File: config.mk
export PLATFORM = sky130hd
export DESIGN_NAME = level_meter
export DESIGN_NICKNAME = d
export VERILOG_FILES = /design/src/rtl/level_meter.sv
export SDC_FILE = /design/constraint.sdc
export NUM_CORES = 1
export LEC_CHECK = 0
export BUFFER_PORTS_ARGS = -buffer_cell sky130_fd_sc_hd__buf_2
export CAP_MARGIN = 0
export CORE_MARGIN = 10
export CORE_UTILIZATION = 50
export DETAILED_ROUTE_END_ITERATION = 10
export GPL_TIMING_DRIVEN = 1
export HOLD_SLACK_MARGIN = 0.02
export PLACE_DENSITY_LB_ADDON = 0.08
export SLEW_MARGIN = 20
export SYNTH_ARGS = -nofsm -noshare
export SYNTH_HDL_FRONTEND = slang
export SYNTH_SLANG_ARGS = --single-unit
File: constraint.sdc
create_clock -name clock -period 6.65 [get_ports clock]
set_input_delay 0.665 -clock clock [delete_from_list [all_inputs] [get_ports clock]]
set_output_delay 0.665 -clock clock [all_outputs]
set_load 0.01 [all_outputs]
File: src/rtl/level_meter.sv
// level_meter: peak-hold audio level envelope for an LED bar display.
// Stage 1 registers |sample| (with -2^23 saturated to 0x7FFFFF); stage 2
// runs the IDLE/HOLD/DECAY envelope FSM and updates level.
// Optional clip indicator timer is built only when LEVEL_METER_CLIP_EN is defined.
module level_meter #(
  parameter int unsigned HOLD_SAMPLES = 4800,
  parameter int unsigned DECAY_SHIFT  = 4
) (
  input  logic        clock,
  input  logic        resetn,
  input  logic        sample_valid,
  input  logic [23:0] sample,
  output logic [23:0] level,
  output logic        level_valid,
  output logic        clip
);

  localparam logic [23:0] FULL_SCALE  = 24'h7FFFFF;
  localparam logic [23:0] NEG_FULL    = 24'h800000;
  localparam logic [15:0] HOLD_RELOAD = 16'(HOLD_SAMPLES - 1);

  typedef enum logic [1:0] {
    IDLE  = 2'd0,
    HOLD  = 2'd1,
    DECAY = 2'd2
  } state_t;

  state_t      state, state_nxt;
  logic [15:0] hold_cnt, hold_cnt_nxt;
  logic [23:0] level_nxt;

  logic        s1_valid;
  logic [23:0] s1_mag;
  logic [23:0] mag_in;

  logic [23:0] decay_step;
  logic [23:0] decay_val;

  // Absolute value of the incoming sample, saturating the one unrepresentable case
  always_comb begin
    mag_in = sample;
    if (sample == NEG_FULL) begin
      mag_in = FULL_SCALE;
    end else if (sample[23]) begin
      mag_in = ~sample + 24'd1;
    end
  end

  // Stage 1: magnitude register and its valid flag
  always_ff @(posedge clock or negedge resetn) begin
    if (!resetn) begin
      s1_valid <= 1'b0;
      s1_mag   <= '0;
    end else begin
      s1_valid <= sample_valid;
      if (sample_valid) begin
        s1_mag <= mag_in;
      end
    end
  end

  // Decay candidate: level minus max(level >> DECAY_SHIFT, 1), floored at the new sample
  always_comb begin
    decay_step = level >> DECAY_SHIFT;
    if (decay_step == '0) begin
      decay_step = 24'd1;
    end
    // level is nonzero whenever this result is used, so the subtraction never wraps
    decay_val = level - decay_step;
    if (s1_mag > decay_val) begin
      decay_val = s1_mag;
    end
  end

  // Envelope FSM next state; only advances on cycles carrying a stage-1 result
  always_comb begin
    state_nxt    = state;
    hold_cnt_nxt = hold_cnt;
    level_nxt    = level;
    if (s1_valid) begin
      if ((s1_mag >= level) && (s1_mag != '0)) begin
        level_nxt    = s1_mag;
        hold_cnt_nxt = HOLD_RELOAD;
        state_nxt    = HOLD;
      end else begin
        unique case (state)
          IDLE: begin
            level_nxt = '0;
          end
          HOLD: begin
            if (hold_cnt == '0) begin
              state_nxt = DECAY;
            end else begin
              hold_cnt_nxt = hold_cnt - 16'd1;
            end
            if (level == '0) begin
              state_nxt = IDLE;
            end
          end
          DECAY: begin
            level_nxt = decay_val;
            if (decay_val == '0) begin
              state_nxt = IDLE;
            end
          end
          default: begin
            state_nxt = IDLE;
            level_nxt = '0;
          end
        endcase
      end
    end
  end

  // Stage 2: envelope state, level and the re-evaluation pulse
  always_ff @(posedge clock or negedge resetn) begin
    if (!resetn) begin
      state       <= IDLE;
      hold_cnt    <= '0;
      level       <= '0;
      level_valid <= 1'b0;
    end else begin
      state       <= state_nxt;
      hold_cnt    <= hold_cnt_nxt;
      level       <= level_nxt;
      level_valid <= s1_valid;
    end
  end

`ifdef LEVEL_METER_CLIP_EN
  logic [15:0] clip_cnt;

  // Clip indicator: set on a full-scale magnitude, cleared HOLD_SAMPLES valid samples later
  always_ff @(posedge clock or negedge resetn) begin
    if (!resetn) begin
      clip     <= 1'b0;
      clip_cnt <= '0;
    end else if (s1_valid) begin
      if (s1_mag == FULL_SCALE) begin
        clip     <= 1'b1;
        clip_cnt <= 16'(HOLD_SAMPLES);
      end else if (clip_cnt != '0) begin
        clip_cnt <= clip_cnt - 16'd1;
        if (clip_cnt == 16'd1) begin
          clip <= 1'b0;
        end
      end
    end
  end
`else
  assign clip = 1'b0;
`endif

endmodule

Yosys cells after proc, flatten, opt, wreduce, memory -nomap -nowiden
Index checks and enable logic that the tools add are counted.

word-level totals
  register bits = 68
  latch bits = 0
  RAM bits = 0
  memory bits (read-only) = 0
  input port bits = 27
  output and inout bits = 26
  word-level logic and storage cells = 45
  memories = 0

operators by class
  add/subtract/negate cells = 3
  $mul = 0
  div/mod/pow operators = 0
  magnitude comparators = 2
  equal/unequal tests = 8
  shift-type cells = 0
  muxes and demuxes = 14
  bitwise gates (word level) = 1
  reductions and logical operators = 11

operators by type and width
  kind                   count
  $mux 24                4
  $logic_not 24->1       3
  $mux 16                3
  $pmux 24 s2            1
  $add 24x1->24 const B  1
  $eq 24x24->1 const B   1
  $ge 24x24->1           1
  $gt 24x24->1           1
  $not 24->24            1
  $reduce_bool 24->1     1
  $sub 24x24->24         1
  $mux 20                1
  $logic_not 16->1       1
  $sub 16x1->16 const B  1
  $mux 2                 4
  $ne 2x2->1 const B     3
  $pmux 2 s3             1
  $ne 4x4->1 const B     1
  $reduce_and 4->1       1
  $ne 3x3->1 const B     1
  $reduce_and 3->1       1
  $eq 2x1->1 const B     1
  $eq 2x2->1 const B     1
  $logic_not 2->1        1
  other kinds (3)        3

Depth between registers and ports, before layout
  word-level depth = 9
  mapped depth = 27
  depth with buffers taken out = 25

Worst setup path before layout
No wires, ideal clock.

  kind = register -> register
  from = register level[20]
  to = register state[1]
  setup time = 129 ps
  arrival = 5,386 ps
  data required time = 6,521 ps
  slack = 1,135 ps
  cell stages (with the launch flop) = 25
  path buffers = 1
  period minus slack after synthesis = 5,515 ps
  cell sequence = dfrtp_1 -> clkbuf_1 -> inv_1 -> nand3_1 -> nor4_1 -> nand3_1 -> nor4_1 -> or2_2 -> ha_1 -> fa_1 -> nand2b_1 -> a21o_1 -> a211o_1 -> nor4b_1 -> a2111oi_0 -> ha_1 -> and3_1 -> a221o_1 -> nand3_1 -> nand3_1 -> o21ai_1 -> nand4_1 -> or4b_1 -> a221oi_2 -> o22ai_1

between the ends
  word-level cells in the longest chain between the ends = 8
  elaborated cells between the ends (all ways) = 16
  classes of those cells = add/sub: 1; order compare: 2; eq/ne: 3; mux: 5; reduce/logical: 5

RTL lines
  item                               line  RTL
  from (decl)                        13    output logic [23:0] level,
  from (signal assigned)             125   level <= level_nxt;
  $logic_not 24->1                   65    if (decay_step == '0) begin
  $mux 20                            65
  $sub 24x24->24                     69    decay_val = level - decay_step;
  $gt 24x24->1                       70    if (s1_mag > decay_val) begin
  $mux 24                            70
  $logic_not 24->1                   102   if (decay_val == '0) begin
  $ne 3x3->1 (no source line)        -
  $reduce_and 4->1 (no source line)  -
  to (signal assigned)               123   state <= state_nxt;
  to (decl)                          28    state_t state, state_nxt;

Parallel ways exist; a longest one is shown, timed or not.
A chain may end at the register's enable or synchronous reset.

Worst setup path in the final report
Ends and elaborated chain as after synthesis.

==> Implementation_results.wiki <==
{| class="wikitable"
! Metric !! Value
|-
| Placed wire-length estimate after detailed placement || 15200 microns
|-
| Clock-pin slew reported for the worst setup and hold paths after clock tree synthesis || 0.06 ns
|-
| Number of DRC markers after the initial detailed-route iteration || 571
|-
| Result of the run || completed
|-
| ANT nets after route || 0
|-
| TritonCTS Buffers || 9
|-
| Post-synthesis instance total || 814
|-
| Number of endpoints failing setup at the final stage || 0
|-
| CP max FO || 13
|-
| Count of distinct cell types in the synthesized netlist || 68
|-
| Crit Reg-Reg Endpoint || state[1]
|-
| Hold Path Depth || 1
|-
| Number of global-route vias before repair || 6081
|-
| Net count after synthesis || 912
|-
| Initial core utilization || 0.516
|-
| Top cell type's share of synthesized area || 0.271
|-
| Worst reg2reg path depth || 24
|-
| Worst Hold Class || register to register
|-
| Routed wirelength normalized by instance count || 19.8 microns
|-
| Most frequent standard cell in the layout excluding fill and tap cells || sky130_fd_sc_hd__nor2_1
|-
| Setup slack of the worst register-to-register path || 0.48 ns
|-
| Global-route wire length before repair || 32500 microns
|-
| Final worst-path cycle share || 0.928
|-
| Clock tree from TritonCTS || yes
|-
| Most used DFF post-synth || sky130_fd_sc_hd__dfrtp_1
|-
| Critical Path RT || 6.87 ns
|-
| Maximum clock path buffer count || 2
|-
| Number of max-cap violations || 0
|-
| 1st-pass router iterations || 5
|-
| Synth Register Bits || 68
|-
| Largest cells by area after synthesis || sky130_fd_sc_hd__dfrtp_1 27%, sky130_fd_sc_hd__ha_1 14%, sky130_fd_sc_hd__a21oi_1 8.0%
|-
| Gp weighted congestion || 0.980
|-
| Leading area contributor after synthesis || sky130_fd_sc_hd__dfrtp_1
|-
| Post-layout minimum cycle time || 6.17 ns
|-
| Worst r2r src || level[20]
|-
| Number of input and output port buffers inserted || 51
|-
| Global Route Usage Sum || 0.228
|-
| Synth Cell Area || 6280 sq um
|-
| FF/Latch Area || 1700 sq um
|-
| Number of placement rows || 40
|-
| Total via count after detailed routing || 6257
|-
| Worst Skew || 0.00931 ns
|-
| Initial antenna violation count || 0
|-
| Die W || 132 microns
|-
| Synth-to-Final Area Change || 11.0%
|-
| Sort of element at the start of the critical path || register
|-
| Share of async-settable or async-resettable flops after synthesis || 1.00
|-
| Overflow left after global routing || 0
|-
| Most used cells in the layout excluding fill and tap cells || 110 x sky130_fd_sc_hd__nor2_1, 99 x sky130_fd_sc_hd__a21oi_1, 70 x sky130_fd_sc_hd__ha_1, 68 x sky130_fd_sc_hd__dfrtp_1, 59 x sky130_fd_sc_hd__inv_1
|-
| Ratio of routed vias to standard cells || 6.14
|-
| Endpoint type of the worst setup path || register
|-
| DRC violations left || 0
|-
| Insertion delay of the later-clocked pin in the worst-skew pair || 0.34 ns
|-
| Number of fill cells || 1171
|-
| Count of boundary I/O pins || 53
|-
| Clock tree sinks || 68
|-
| Antenna diode instance count || 0
|-
| Nets || 944
|-
| Pin count of the biggest net entering global routing || 69
|-
| Fraction of layout instances using a drive strength above 1 || 0.114
|-
| Die Ht || 132 microns
|-
| DRT Wirelength || 20100 microns
|-
| Number of enable-type register cells in the synthesized netlist || 0
|-
| Post-Syn Area per Cell || 7.72 sq um
|-
| Number of H-tree levels || 3
|-
| Type of the worst setup path || register to register
|-
| Fraction of the yosys area taken by sequential cells || 0.271
|-
| Post-Route Setup TNS || 0 ns
|-
| Floorplan die area || 17400 sq um
|-
| Final Max Tran Viols || 0
|-
| Area used by multi-input combinational logic || 4190 sq um
|-
| Post-CTS Setup Bufs || 0
|-
| Actual transition at the worst max-transition pin || 0.971 ns
|-
| Total number of yosys warnings || 0
|-
| Hold buffer count at cts || 0
|-
| Fmax || 162 MHz
|-
| Final hold violation count || 0
|-
| Setup repair after global routing missed its margin || no
|-
| Startpoint of the worst hold path || hold_cnt[9]
|-
| Data arrival, critical path || 6.40 ns
|-
| Headroom to the max-slew limit || 0.353
|-
| Core outline area || 12200 sq um
|-
| Resize count post-CTS || 0
|-
| Hold Path End || hold_cnt[9]
|-
| CTS Root Buffer Type || sky130_fd_sc_hd__clkbuf_16
|}
## stage by stage
step	setup slack (ns)	cell area [sq um]	cells	utilization	hold WS [ns]
2_1_floorplan	1.13	6280	814	-	0.369
3_3_place_gp	0.700	6630	1003	0.545	0.492
3_5_place_dp	0.545	6630	1003	0.545	0.509
4_1_cts	0.466	6970	1019	0.573	0.515
5_1_grt	0.0853	6970	1019	0.573	0.549
6_report	0.478	6970	1019	0.573	0.512
## cell usage after synthesis (3+ instances only)
library cell	n
sky130_fd_sc_hd__nor2_1	110
sky130_fd_sc_hd__a21oi_1	100
sky130_fd_sc_hd__ha_1	70
sky130_fd_sc_hd__dfrtp_1	68
sky130_fd_sc_hd__inv_1	59
sky130_fd_sc_hd__nand2_1	59
sky130_fd_sc_hd__o21ai_0	55
sky130_fd_sc_hd__xor2_1	29
sky130_fd_sc_hd__clkbuf_1	28
sky130_fd_sc_hd__nor3_1	22
sky130_fd_sc_hd__nand3_1	20
sky130_fd_sc_hd__xnor2_1	17
sky130_fd_sc_hd__nand4_1	14
sky130_fd_sc_hd__nor4_1	13
sky130_fd_sc_hd__nand2b_1	10
sky130_fd_sc_hd__or4_1	10
sky130_fd_sc_hd__nor2b_1	8
sky130_fd_sc_hd__o211ai_1	8
sky130_fd_sc_hd__a211oi_1	7
sky130_fd_sc_hd__a21o_1	7
sky130_fd_sc_hd__o31ai_1	7
sky130_fd_sc_hd__a31oi_1	6
sky130_fd_sc_hd__and4_1	6
sky130_fd_sc_hd__o21a_1	5
sky130_fd_sc_hd__or2_2	5
sky130_fd_sc_hd__buf_2	4
sky130_fd_sc_hd__mux2_2	4
sky130_fd_sc_hd__a2111oi_0	3
sky130_fd_sc_hd__and2_2	3
sky130_fd_sc_hd__and3_1	3
sky130_fd_sc_hd__o21bai_1	3
sky130_fd_sc_hd__o41ai_1	3
## cell type report
cell class,count,share of cell area
tap,168,0.0301
clock buffer,10,0.0328
sequential,68,0.244
timing repair buffer,58,0.0441
multi-input combinational,650,0.601
inverter,59,0.0318
clock inverter,6,0.0160
## per-layer routing
metal,vias to the layer above,part of all wire,track usage
met2,239,0.45,0.353
met4,0,0.027,0.0822
li1,2983,-,-
met1,2991,0.45,0.304
met3,44,0.069,0.0476
met5,-,0,0
## worst max-delay path, cell delays in order (launching register included)
cell and delay, ns:
sky130_fd_sc_hd__dfrtp_1 0.57, sky130_fd_sc_hd__inv_1 0.13, sky130_fd_sc_hd__nand3_1 0.14, sky130_fd_sc_hd__nor4_1 0.08
sky130_fd_sc_hd__nand3_1 0.09, sky130_fd_sc_hd__nor4_1 0.06, sky130_fd_sc_hd__or2_2 0.30, sky130_fd_sc_hd__ha_1 0.21
sky130_fd_sc_hd__fa_1 0.40, sky130_fd_sc_hd__nand2b_1 0.20, sky130_fd_sc_hd__a21o_1 0.21, sky130_fd_sc_hd__a211o_1 0.31
sky130_fd_sc_hd__nor4b_1 0.15, sky130_fd_sc_hd__a2111oi_0 0.49, sky130_fd_sc_hd__buf_4 0.23, sky130_fd_sc_hd__ha_1 0.24
sky130_fd_sc_hd__and3_1 0.19, sky130_fd_sc_hd__a221o_1 0.34, sky130_fd_sc_hd__nand3_1 0.09, sky130_fd_sc_hd__nand3_1 0.09
sky130_fd_sc_hd__o21ai_1 0.50, sky130_fd_sc_hd__nand4_1 0.14, sky130_fd_sc_hd__or4b_1 0.52, sky130_fd_sc_hd__a221oi_2 0.26
sky130_fd_sc_hd__o22ai_1 0.09
## registers in the layout, indices dropped and copies added, names as in the netlist
signal       cells
hold_cnt        16
s1_valid         1
state            2
level_valid      1
level           24
s1_mag          24
## cells by family (layout without fill, tap and decap cells)
| kind of cell | Yosys count | after routing | share of synthesized area |
|---|---|---|---|
| multiplexers | 5 | 5 | 0.00876 |
| buffers and inverters | 96 | 133 | 0.0625 |
| flip-flops | 68 | 68 | 0.271 |
| XOR/XNOR | 46 | 46 | 0.0641 |
| adder cells (fa/ha/maj) | 71 | 71 | 0.143 |
| other | 1 | 1 | 0.000597 |
| AO/OA/AOI/OAI | 232 | 232 | 0.224 |
| AND/OR/NAND/NOR | 295 | 295 | 0.227 |
## worst max path at each step
stage,startpoint,endpoint,slack (ns),depth (start not counted)
after global routing,level[20],state[1],0.09,24
after floorplan,level[20],state[1],1.13,24
final,level[20],state[1],0.48,24
after global placement,level[20],level[19],0.70,24
after detailed placement,level[20],level[16],0.54,24
after CTS,level[20],level[16],0.47,24
Power is left out: the tool's default activity adds up to more than one toggle a clock period on the data nets, which glitch-free logic cannot reach.
